**src/rtl/mux_sel_sequencer_if.sv**
```systemverilog
// Handshake bundle between the select-sequencer and whatever controls it.
// master = controller side (drives en/auto_mode/step), slave = sequencer side.
interface mux_sel_sequencer_if #(
  parameter int CW = 4
);
  logic          en;
  logic          auto_mode;
  logic          step;
  logic [1:0]    sel;
  logic [CW-1:0] count_o;
  logic          frame_done;

  modport master (
    output en, auto_mode, step,
    input  sel, count_o, frame_done
  );

  modport slave (
    input  en, auto_mode, step,
    output sel, count_o, frame_done
  );
endinterface

```
**src/rtl/mux_sel_sequencer.sv**
```systemverilog
// Select/count sequencer for the 4:1 source mux (count, K, F, zero).
// Optional macro SEQ_SKIP_BLANK_EN drops the S_BLANK state from the frame.
module mux_sel_sequencer #(
  parameter int CW    = 4,
  parameter int DWELL = 3
) (
  input  logic                   clk,
  input  logic                   reset,
  mux_sel_sequencer_if.slave     bus
);

  typedef enum logic [1:0] {
    S_CNT   = 2'b00,
    S_K     = 2'b01,
    S_F     = 2'b10,
    S_BLANK = 2'b11
  } state_t;

  localparam logic [7:0] DWELL_LAST = 8'(DWELL - 1);

`ifdef SEQ_SKIP_BLANK_EN
  localparam state_t S_LAST = S_F;
`else
  localparam state_t S_LAST = S_BLANK;
`endif

  state_t        state_q, state_d;
  logic [7:0]    dwell_q, dwell_d;
  logic          step_q;
  logic [CW-1:0] count_q, count_d;
  logic          frame_done_q, frame_done_d;
  logic          adv;
  logic          wrap;

  // Advance event: dwell expiry in auto mode, rising step edge in manual mode.
  always_comb begin
    adv = 1'b0;
    if (bus.auto_mode) begin
      adv = bus.en & (dwell_q == DWELL_LAST);
    end else begin
      adv = bus.en & bus.step & ~step_q;
    end
  end

  assign wrap = adv & (state_q == S_LAST);

  always_comb begin
    state_d = state_q;
    if (adv) begin
      unique case (state_q)
        S_CNT:   state_d = S_K;
        S_K:     state_d = S_F;
`ifdef SEQ_SKIP_BLANK_EN
        S_F:     state_d = S_CNT;
`else
        S_F:     state_d = S_BLANK;
`endif
        S_BLANK: state_d = S_CNT;
        default: state_d = S_CNT;
      endcase
    end
  end

  // Manual mode keeps the dwell counter parked at 0 so a mode switch restarts it.
  always_comb begin
    dwell_d = dwell_q;
    if (!bus.auto_mode) begin
      dwell_d = 8'd0;
    end else if (adv) begin
      dwell_d = 8'd0;
    end else if (bus.en) begin
      dwell_d = dwell_q + 8'd1;
    end
  end

  always_comb begin
    count_d      = count_q;
    frame_done_d = 1'b0;
    if (wrap) begin
      count_d      = count_q + CW'(1);
      frame_done_d = 1'b1;
    end
  end

  always_ff @(posedge clk) begin
    if (reset) begin
      state_q      <= S_CNT;
      dwell_q      <= 8'd0;
      step_q       <= 1'b0;
      count_q      <= '0;
      frame_done_q <= 1'b0;
    end else begin
      state_q      <= state_d;
      dwell_q      <= dwell_d;
      step_q       <= bus.step;
      count_q      <= count_d;
      frame_done_q <= frame_done_d;
    end
  end

  assign bus.sel        = state_q;
  assign bus.count_o    = count_q;
  assign bus.frame_done = frame_done_q;

endmodule

```
**src/flat_wrapper.sv**
```systemverilog
// flat-port wrapper written by rule: the top's interface ports become plain ports
module mux_sel_sequencer_flat 
#(
  parameter int CW    = 4,
  parameter int DWELL = 3
)
  (clk, reset, bus_en, bus_auto_mode, bus_step, bus_sel, bus_count_o, bus_frame_done);
  mux_sel_sequencer_if #(.CW(CW)) bus_i ();
  input  logic clk;
  input  logic reset;
  input wire logic [$bits(bus_i.en)-1:0] bus_en;
  input wire logic [$bits(bus_i.auto_mode)-1:0] bus_auto_mode;
  input wire logic [$bits(bus_i.step)-1:0] bus_step;
  output wire logic [$bits(bus_i.sel)-1:0] bus_sel;
  output wire logic [$bits(bus_i.count_o)-1:0] bus_count_o;
  output wire logic [$bits(bus_i.frame_done)-1:0] bus_frame_done;
  assign bus_i.en = bus_en;
  assign bus_i.auto_mode = bus_auto_mode;
  assign bus_i.step = bus_step;
  assign bus_sel = bus_i.sel;
  assign bus_count_o = bus_i.count_o;
  assign bus_frame_done = bus_i.frame_done;
  mux_sel_sequencer #(.CW(CW), .DWELL(DWELL)) u_core (.clk(clk), .reset(reset), .bus(bus_i));
endmodule
```
**config.mk**
```make
export PLATFORM = sky130hd
export DESIGN_NAME = mux_sel_sequencer_flat
export DESIGN_NICKNAME = d
export VERILOG_FILES = /design/src/rtl/mux_sel_sequencer_if.sv /design/src/rtl/mux_sel_sequencer.sv /design/src/flat_wrapper.sv
export SDC_FILE = /design/constraint.sdc
export NUM_CORES = 1
export LEC_CHECK = 0
export ABC_AREA = 1
export CAP_MARGIN = 20
export CORE_UTILIZATION = 52
export CTS_CLUSTER_DIAMETER = 40
export CTS_CLUSTER_SIZE = 30
export DETAILED_ROUTE_END_ITERATION = 8
export GPL_ROUTABILITY_DRIVEN = 0
export PLACE_DENSITY_LB_ADDON = 0.12
export SETUP_SLACK_MARGIN = 0.4
export SYNTH_ARGS = -nofsm -noshare
export SYNTH_HDL_FRONTEND = slang
export SYNTH_SLANG_ARGS = --single-unit
```
**constraint.sdc**
```tcl
create_clock -name clk -period 1.6 [get_ports clk]
set_input_delay 0.32 -clock clk [delete_from_list [all_inputs] [get_ports clk]]
set_output_delay 0.32 -clock clk [all_outputs]
set_load 0.01 [all_outputs]
```
==> flow_summary.json, run 1 <==
{
  "clock_tree.root_cell": "clkbuf_4",
  "path_delay_family": "simple AND/OR/NAND/NOR gates",
  "worst-endpoint-arrival_ps": 1450,
  "synth_seq_area_share_pct": 37.54,
  "clock_sink_count": 16,
  "core_region_area_mm2": 0.001524,
  "syn-instance-count": 110,
  "dp_hpwl_mm": 1.175,
  "max_freq_mhz": 786.5,
  "cellPowerDensity_mw_per_mm2": 629.4,
  "slew_violations": 0,
  "viasPerCell": 5.131,
  "seq_area_um2": 336.6,
  "finalSetupViolCount": 0,
  "grt_antenna_before_repair": 0,
  "rsz0062_at_grt": "yes",
  "floorplan.initialDensity_pct": 55.99,
  "finalInstanceArea_mm2": 0.001200,
  "max_cap_viol_count": 0,
  "ios": 12,
  "grt_pass1_wl_mm": 2.856,
  "finalCriticalPeriod_ps": 1271,
  "nFillCells": 108,
  "clk_latency_ps": 280,
  "dpl_cell_area_mm2": 0.001026,
  "status": "finished, final reports clean",
  "ant_nets": 0,
  "wl_mm": 1.869,
  "detailedRoute.firstIterationViolations": 28,
  "post-route-worst-setup-slack_ps": 328.6,
  "numCtsBuffers": 3,
  "yosys_warnings": 0,
  "area_of_the_multi_input_gates_um2": 541.8,
  "slowest_delay_ps": 360,
  "max-slew-margin-rel_pct": 81.71,
  "critPathSlowestCell": "dfxtp_2",
  "type_of_element_capturing_the_critical_path": "flip-flop",
  "synthTopCellsByArea": "dfxtp_1, ha_1, nand2_1",
  "final_nets": 149,
  "postCtsHoldBufs": 0,
  "chipHeight_um": 42.51,
  "cts-root-to-sink-buffers": 2,
  "synth_area_leader_cell": "dfxtp_1",
  "rows": 14,
  "final_cells": 153,
  "post_synth_mux_area_share_pct": 0,
  "placed_cells_incl_taps": 143,
  "synthDistinctLibCells": 20,
  "synth_top_family_by_area": "simple AND/OR/NAND/NOR gates",
  "mappedNetlistArea_um2": 853.3,
  "drive_above_1_share_pct": 45.26,
  "worstPathCellList": "buf_6 -> ha_2 -> nand3_4 -> nor2_4 -> nand3_1 -> xor2_1 -> nor2_1",
  "cellLeakagePower_uw": 0.0005315,
  "tightest_pin_transition_ps": 274.3,
  "finalSetupTns_ps": 0,
  "htree_levels": 1,
  "post_drt_wl_per_cell_um": 12.22,
  "design_power_total_uw": 755.3,
  "syn_nets": 121,
  "io_buffers": 11,
  "grt_max_degree": 10,
  "path_max_fanout": 2,
  "hold_viol": 0,
  "grt_overflow": 0,
  "dieArea_mm2": 0.001807,
  "timing_worst_setup_path_type": "flip-flop to flip-flop",
  "dp_worst_setup_slack_ps": -18.31,
  "flow.area_growth_from_synthesis_pct": 40.62,
  "final.period_utilization_pct": 79.46,
  "post-synth-top-area-fraction_pct": 37.54,
  "postSynthAreaPerCell_um2": 7.757,
  "post-route-drc-count": 0,
  "post_synth_xor_area_fraction_pct": 5.132,
  "antenna_cells": 0,
  "yosys.area_share.adder_pct": 8.798,
  "synth-simple-area-share_pct": 34.60,
  "die_x_um": 42.51,
  "vias_in_the_first_global_route": 677,
  "min-delay-path-class": "flip-flop to flip-flop",
  "drt_pass1_iterations": 4,
  "critical_path.n_buffers_inverters": 1,
  "type_of_element_launching_the_critical_path": "flip-flop",
  "synth_compound_area_share_pct": 4.692,
  "tritoncts_clock_tree": "built",
  "cp_data_required_time_ps": 1780,
  "clk_pin_slew_worst_paths_ps": 100,
  "num_vias": 785,
  "grt_usage_pct": 21.02,
  "ys_ff_latch": 16,
  "max_clock_skew_ps": 8.960,
  "ir_worst_vdd_mv": 0.5898
}
==> cells in the mapped netlist <==
master   count
o21ai_0      2
nand2_2      2
nor3_1       2
nand2_4      2
or2_2        1
nor2_1      16
nand2_1     20
nand3_1      3
nor2_4       1
nor2_2       2
dfxtp_1     16
buf_6        1
a21oi_1      6
inv_1       17
nand3_4      2
inv_2        1
ha_1         6
xor2_1       5
nand4_1      4
nor3_2       1
==> cells in the final DEF (no fill, tap or decap), drive strengths merged, types with 2 or more instances in the layout <==
cell | netlist | layout
a21oi | 6 | 6
buf | 1 | 14
clkbuf | 0 | 6
clkdlybuf4s15 | 0 | 4
clkdlybuf4s50 | 0 | 2
dfxtp | 16 | 16
dlygate4sd2 | 0 | 2
ha | 6 | 6
inv | 18 | 18
nand2 | 24 | 24
nand3 | 5 | 5
nand4 | 4 | 4
nor2 | 19 | 19
nor3 | 3 | 3
o21ai | 2 | 2
xor2 | 5 | 5
==> layout make-up <==
| cell class | count | share of cell area [%] |
|---|---|---|
| inverters | 18 | 5.631 |
| flip-flops and latches | 16 | 28.05 |
| multi-input cells | 75 | 45.15 |
| well taps | 16 | 1.668 |
| repair buffers | 24 | 16.48 |
| clock buffers | 4 | 3.024 |
==> where the power goes <==
part,switching (uW),internal [uW],total (uW)
logic,47.4,37.2,84.6
clock network,127,138,266
registers,4.03,401,405
total,179,577,755
==> cell families after synthesis <==
family	after synthesis
simple gates	56
fa+ha+maj	6
xor+xnor	5
compound gates	8
flops	16
buf+inv	19
==> routing by layer <==
layer,track usage [%],part of all wire [%]
met4,3.750,1.6
met3,6.466,5.6
met2,34.46,51
met5,0,0
met1,27.49,41
==> stage by stage <==
stage | util (%) | hold slack [ps]
2_1_floorplan | - | 389.1
3_3_place_gp | 67.32 | 483.6
3_5_place_dp | 67.32 | 484.4
4_1_cts | 75.78 | 482.8
5_1_grt | 78.74 | 511.6
6_report | 78.74 | 479.7
==> final timing paths <==
kind / cells past startpoint / end / startpoint / slack, ps
max: 7 / u_core.dwell_q[6] / u_core.dwell_q[0] / 330
min: 2 / u_core.bus.count_o[3] / u_core.bus.count_o[3] / 480
max reg2reg: 7 / u_core.dwell_q[6] / u_core.dwell_q[0] / 330
min reg2reg: 2 / u_core.bus.count_o[3] / u_core.bus.count_o[3] / 480
==> flip-flops by register name, indices dropped and copies added, names as in the netlist <==
name / flops
u_core.bus.count_o: 4
u_core.step_q: 1
u_core.bus.frame_done: 1
u_core.dwell_q: 8
u_core.bus.sel: 2
==> worst min-delay path, delay by kind of cell (launching register included) <==
kind | cells | cell delay (ps)
compound gates | 1 | 50
simple gates | 1 | 60
flops | 1 | 340
==> timing repair <==
action,in CTS,in global routing
endpoints found under the hold margin,0,0
pin swaps,12,12
gates resized for setup,35,24
setup endpoints to repair,21,20
setup buffers,6,0
(Power assumes the default switching activity.)
==> run 2, diff against run 1 <==
- clock period: 1.6 -> 1.2 ns (I/O delays scaled with it)
==> run 2 against run 1 <==
Largest cell class unchanged. Flip-flop and latch count unchanged. Cell count up 1.3%. Largest power group unchanged. Register-to-register slack worse by 390 ps. Non-clock buffer count up 2. The run now ends with negative setup slack left. Worst hold slack worse by 3.3 ps.
==> flow_summary.json, run 2 (synthesis results as in run 1) <==
{
  "most_common_cell_after_layout_fill_and_taps_aside": "nand2_1",
  "post-route-worst-setup-slack_ps": -63.60,
  "hold_viol": 0,
  "core_region_area_mm2": 0.001524,
  "grt_pass1_wl_mm": 3.174,
  "die_x_um": 42.51,
  "slowest_delay_ps": 360,
  "cellPowerDensity_mw_per_mm2": 855.8,
  "clock_tree.root_cell": "clkbuf_4",
  "ant_nets": 0,
  "ir_worst_vdd_mv": 0.5378,
  "final_nets": 151,
  "hold_ws_ps": 476.4,
  "dieArea_mm2": 0.001807,
  "max-slew-margin-rel_pct": 82.53,
  "detailroute.wirelength.met3_um": 88,
  "clk_pin_slew_worst_paths_ps": 100,
  "max_freq_mhz": 791.4,
  "grt_usage_pct": 23.44,
  "wl_mm": 1.886,
  "drt_pass1_iterations": 4,
  "critical_path.n_buffers_inverters": 1,
  "wl_met1_um": 885,
  "numCtsBuffers": 3,
  "grt_overflow": 0,
  "dpl_cell_area_mm2": 0.001091,
  "final_core_utilization_pct": 78.24,
  "worstPathCellList": "inv_2 -> ha_4 -> nand2_2 -> nor2_2 -> nand2_2 -> nand2_4 -> nand2_4 -> nand3_4 -> a21oi_1",
  "final_cells": 155,
  "flow.area_growth_from_synthesis_pct": 39.74,
  "chipHeight_um": 42.51,
  "nFillCells": 106,
  "postCtsHoldBufs": 0,
  "rows": 14,
  "post_drt_wl_per_cell_um": 12.17,
  "finalSetupViolCount": 14,
  "timing_worst_setup_path_type": "flip-flop to flip-flop",
  "tritoncts_clock_tree": "built",
  "ios": 12,
  "cts-root-to-sink-buffers": 2,
  "grt_max_degree": 10,
  "largest_reg_flops": 8,
  "max_clock_skew_ps": 2.954,
  "top_layer_used": "met4",
  "slew_violations": 0,
  "finalCriticalPeriod_ps": 1264,
  "detailedRoute.firstIterationViolations": 18,
  "clock_sink_count": 16,
  "drive_above_1_share_pct": 41.01,
  "rsz0062_at_grt": "yes",
  "route.met2.wl_um": 863,
  "min-delay-path-class": "input port to flip-flop",
  "post-route-drc-count": 0,
  "vias_in_the_first_global_route": 707,
  "htree_levels": 1,
  "grt_antenna_before_repair": 0,
  "type_of_element_launching_the_critical_path": "flip-flop",
  "cellLeakagePower_uw": 0.0005505,
  "final.period_utilization_pct": 105.3,
  "floorplan.initialDensity_pct": 55.99,
  "finalInstanceArea_mm2": 0.001192,
  "type_of_element_capturing_the_critical_path": "flip-flop",
  "tightest_pin_transition_ps": 262.0,
  "cp_data_required_time_ps": 1430,
  "path_max_fanout": 8,
  "worst-endpoint-arrival_ps": 1490,
  "dp_hpwl_mm": 1.298,
  "placed_cells_incl_taps": 150,
  "viasPerCell": 5.110,
  "critPathSlowestCell": "dfxtp_2",
  "finalSetupTns_ps": -510.0,
  "failed_checks": "negative setup slack",
  "io_buffers": 11,
  "path_delay_family": "simple AND/OR/NAND/NOR gates",
  "max_cap_viol_count": 0,
  "status": "finished with violations",
  "top_register": "u_core.dwell_q",
  "clk_latency_ps": 300,
  "layout_common_cells": "nand2_1, inv_1, buf_4",
  "num_vias": 792,
  "antenna_cells": 0
}
-- run 2: through the flow --
step                total power, uW  setup WS (ps)
floorplan                     610.7          32.67
global placement              655.3         -390.9
detailed placement            657.4         -438.3
CTS                            1010         -47.26
global route                   1055         -136.3
finish                         1020         -63.60
-- run 2: timing repair --
item | CTS | global route
setup endpoints to repair | 22 | 22
buffers inserted | 0 | 1
cloned | 0 | 0
pin swaps | 8 | 5
gates resized for setup | 46 | 6
-- run 2: where the power goes --
group | leakage, uW | switching (uW) | internal (uW)
sequential | 0.000133 | 6.34 | 536
clock | 0.0000210 | 186 | 185
combinational | 0.000396 | 58.1 | 48.9
-- run 2: path summary, 6_finish.rpt --
kind                                        start           endpoint  slack [ps]  cells past startpoint
worst min register to register  u_core.dwell_q[1]  u_core.dwell_q[1]         510                      2
worst min-delay path                bus_auto_mode  u_core.dwell_q[0]         480                      3
worst max-delay path            u_core.dwell_q[0]  u_core.dwell_q[1]         -60                      9
worst max register to register  u_core.dwell_q[0]  u_core.dwell_q[1]         -60                      9
-- run 2: layout make-up --
class / instances / area, um2 / area share [%]
sequential: 16 / 334.1 / 28.02
multi-input combinational: 75 / 514.2 / 43.13
clock buffer: 4 / 36.28 / 3.043
timing repair buffer: 26 / 220.2 / 18.47
inverter: 18 / 67.56 / 5.666
tap: 16 / 20.02 / 1.679
-- run 2: tightest hold or removal path, delay by kind of cell --
| family | cells | cell delay, ps |
|---|---|---|
| buffers and inverters | 1 | 290 |
| AND/OR/NAND/NOR | 2 | 220 |
-- run 2: layer usage --
metal,track usage (%),vias to the layer above
met1,29.60,360
met5,0,-
met2,38.46,22
met3,3.879,7
met4,11.25,0
li1,-,403
==> run 3, diff against run 2 <==
- REMOVE_ABC_BUFFERS: unset -> 1
==> run 3 against run 2 <==
The run still ends with negative setup slack left. Clock-buffer cell count unchanged. Clock skew up 3.7 ps. Flip-flop and latch count unchanged. Global-route usage down 0.43 points. Core utilization up 0.90 points. Die area unchanged. Sequential power about the same. Setup slack better by 3.3 ps. Worst hold slack worse by 2.5 ps. Design area up 1.2%.
==> flow_summary.json, run 3 (synthesis results as in run 1) <==
{
  "failed_checks": "negative setup slack",
  "type_of_element_launching_the_critical_path": "flip-flop",
  "dp_worst_setup_slack_ps": -380.2,
  "grt_max_degree": 10,
  "detailroute.wirelength.met3_um": 68,
  "hold_viol": 0,
  "grt_overflow": 0,
  "drt_pass1_iterations": 4,
  "floorplan.initialDensity_pct": 55.99,
  "largest_reg_flops": 8,
  "cts-root-to-sink-buffers": 2,
  "dieArea_mm2": 0.001807,
  "chipHeight_um": 42.51,
  "drive_above_1_share_pct": 42.86,
  "timing_worst_setup_path_type": "flip-flop to flip-flop",
  "min-delay-path-class": "input port to flip-flop",
  "max_freq_mhz": 793.4,
  "finalSetupViolCount": 15,
  "cellPowerDensity_mw_per_mm2": 848.4,
  "type_of_element_capturing_the_critical_path": "flip-flop",
  "clk_latency_ps": 300,
  "finalCriticalPeriod_ps": 1260,
  "top_layer_used": "met4",
  "dp_hpwl_mm": 1.317,
  "num_vias": 766,
  "final_nets": 152,
  "top_register": "u_core.dwell_q",
  "most_common_cell_after_layout_fill_and_taps_aside": "nand2_1",
  "route.met2.wl_um": 883,
  "max_clock_skew_ps": 6.616,
  "worst-endpoint-arrival_ps": 1510,
  "clock_tree.root_cell": "clkbuf_4",
  "wl_met1_um": 835,
  "antenna_cells": 0,
  "ir_worst_vdd_mv": 0.7934,
  "cellLeakagePower_uw": 0.0005560,
  "core_region_area_mm2": 0.001524,
  "grt_pass1_wl_mm": 2.987,
  "io_buffers": 11,
  "nFillCells": 107,
  "post-route-worst-setup-slack_ps": -60.32,
  "wl_mm": 1.817,
  "path_max_fanout": 3,
  "cp_data_required_time_ps": 1450,
  "layout_common_cells": "nand2_1, inv_1, buf_4",
  "htree_levels": 1,
  "max-slew-margin-rel_pct": 84.42,
  "post_drt_wl_per_cell_um": 11.65,
  "slew_violations": 0,
  "max_cap_viol_count": 0,
  "status": "finished with violations",
  "numCtsBuffers": 3,
  "rsz0062_at_grt": "yes",
  "clock_sink_count": 16,
  "vias_in_the_first_global_route": 721,
  "detailedRoute.firstIterationViolations": 9,
  "viasPerCell": 4.910,
  "grt_usage_pct": 23.02,
  "postCtsHoldBufs": 0,
  "post-route-drc-count": 0,
  "final_core_utilization_pct": 79.15,
  "tritoncts_clock_tree": "built",
  "tightest_pin_transition_ps": 233.7,
  "ios": 12,
  "grt_antenna_before_repair": 0,
  "flow.area_growth_from_synthesis_pct": 41.35,
  "die_x_um": 42.51,
  "ant_nets": 0,
  "final.period_utilization_pct": 105.0,
  "clk_pin_slew_worst_paths_ps": 100,
  "rows": 14
}
run 3: cell types whose count changed in the layout (fill, tap and decap cells not counted), sizes merged:
cell           change
buf                +2
clkdlybuf4s50      +1
dlygate4sd2        -2
run 3: per-layer routing:
metal  up-vias  GRT usage, %
li1        403             -
met5         -             0
met1       348         26.74
met2        11         37.54
met3         4         9.052
met4         0         9.375
run 3: worst paths after layout:
path	from	endpoint	slack [ps]	cells past startpoint
hold reg to reg	u_core.dwell_q[1]	u_core.dwell_q[1]	530	2
setup reg to reg	u_core.dwell_q[0]	u_core.bus.sel[0]	-60	8
setup / recovery	u_core.dwell_q[0]	u_core.bus.sel[0]	-60	8
hold / removal	bus_step	u_core.step_q	470	3
run 3: final cells by class:
cell class | instances | area, um2 | area share [%]
clock buffers | 4 | 36.28 | 3.008
inverters | 18 | 67.56 | 5.602
flip-flops and latches | 16 | 332.8 | 27.59
repair buffers | 27 | 231.5 | 19.19
multi-input cells | 75 | 518.0 | 42.95
well taps | 16 | 20.02 | 1.660
run 3: timing repair:
action | 4_1_cts | 5_1_grt
buffers inserted | 1 | 2
pin swaps | 12 | 8
endpoints found under the hold margin | 0 | 0
endpoints found under the setup margin | 22 | 22
gates resized for setup | 55 | 5
run 3: through the flow:
stage          area [um2]  instances  total power, uW  hold WS, ps  TNS [ps]
2_1_floorplan       842.1        109            598.1        309.1    -207.3
3_3_place_gp         1070        149            648.2        491.2     -4094
3_5_place_dp         1070        149            651.1        511.7     -4611
4_1_cts              1171        154             1030        475.7    -625.9
5_1_grt              1206        156             1064        499.2     -1697
6_report             1206        156             1023        474.0    -481.7
run 3: worst max-delay path, cell delays in order (launching register included):
cell	delay, ps
dfxtp_2	350
inv_2	70
ha_4	110
nand2_1	40
nor2_1	100
nand2_2	90
a21oi_1	220
o21ai_0	120
nor2_1	90
run 3: power by group:
part           internal, uW  total (uW)  switching, uW
Clock                   186         370            185
Sequential              537         543           6.32
Combinational          50.7         110           58.8
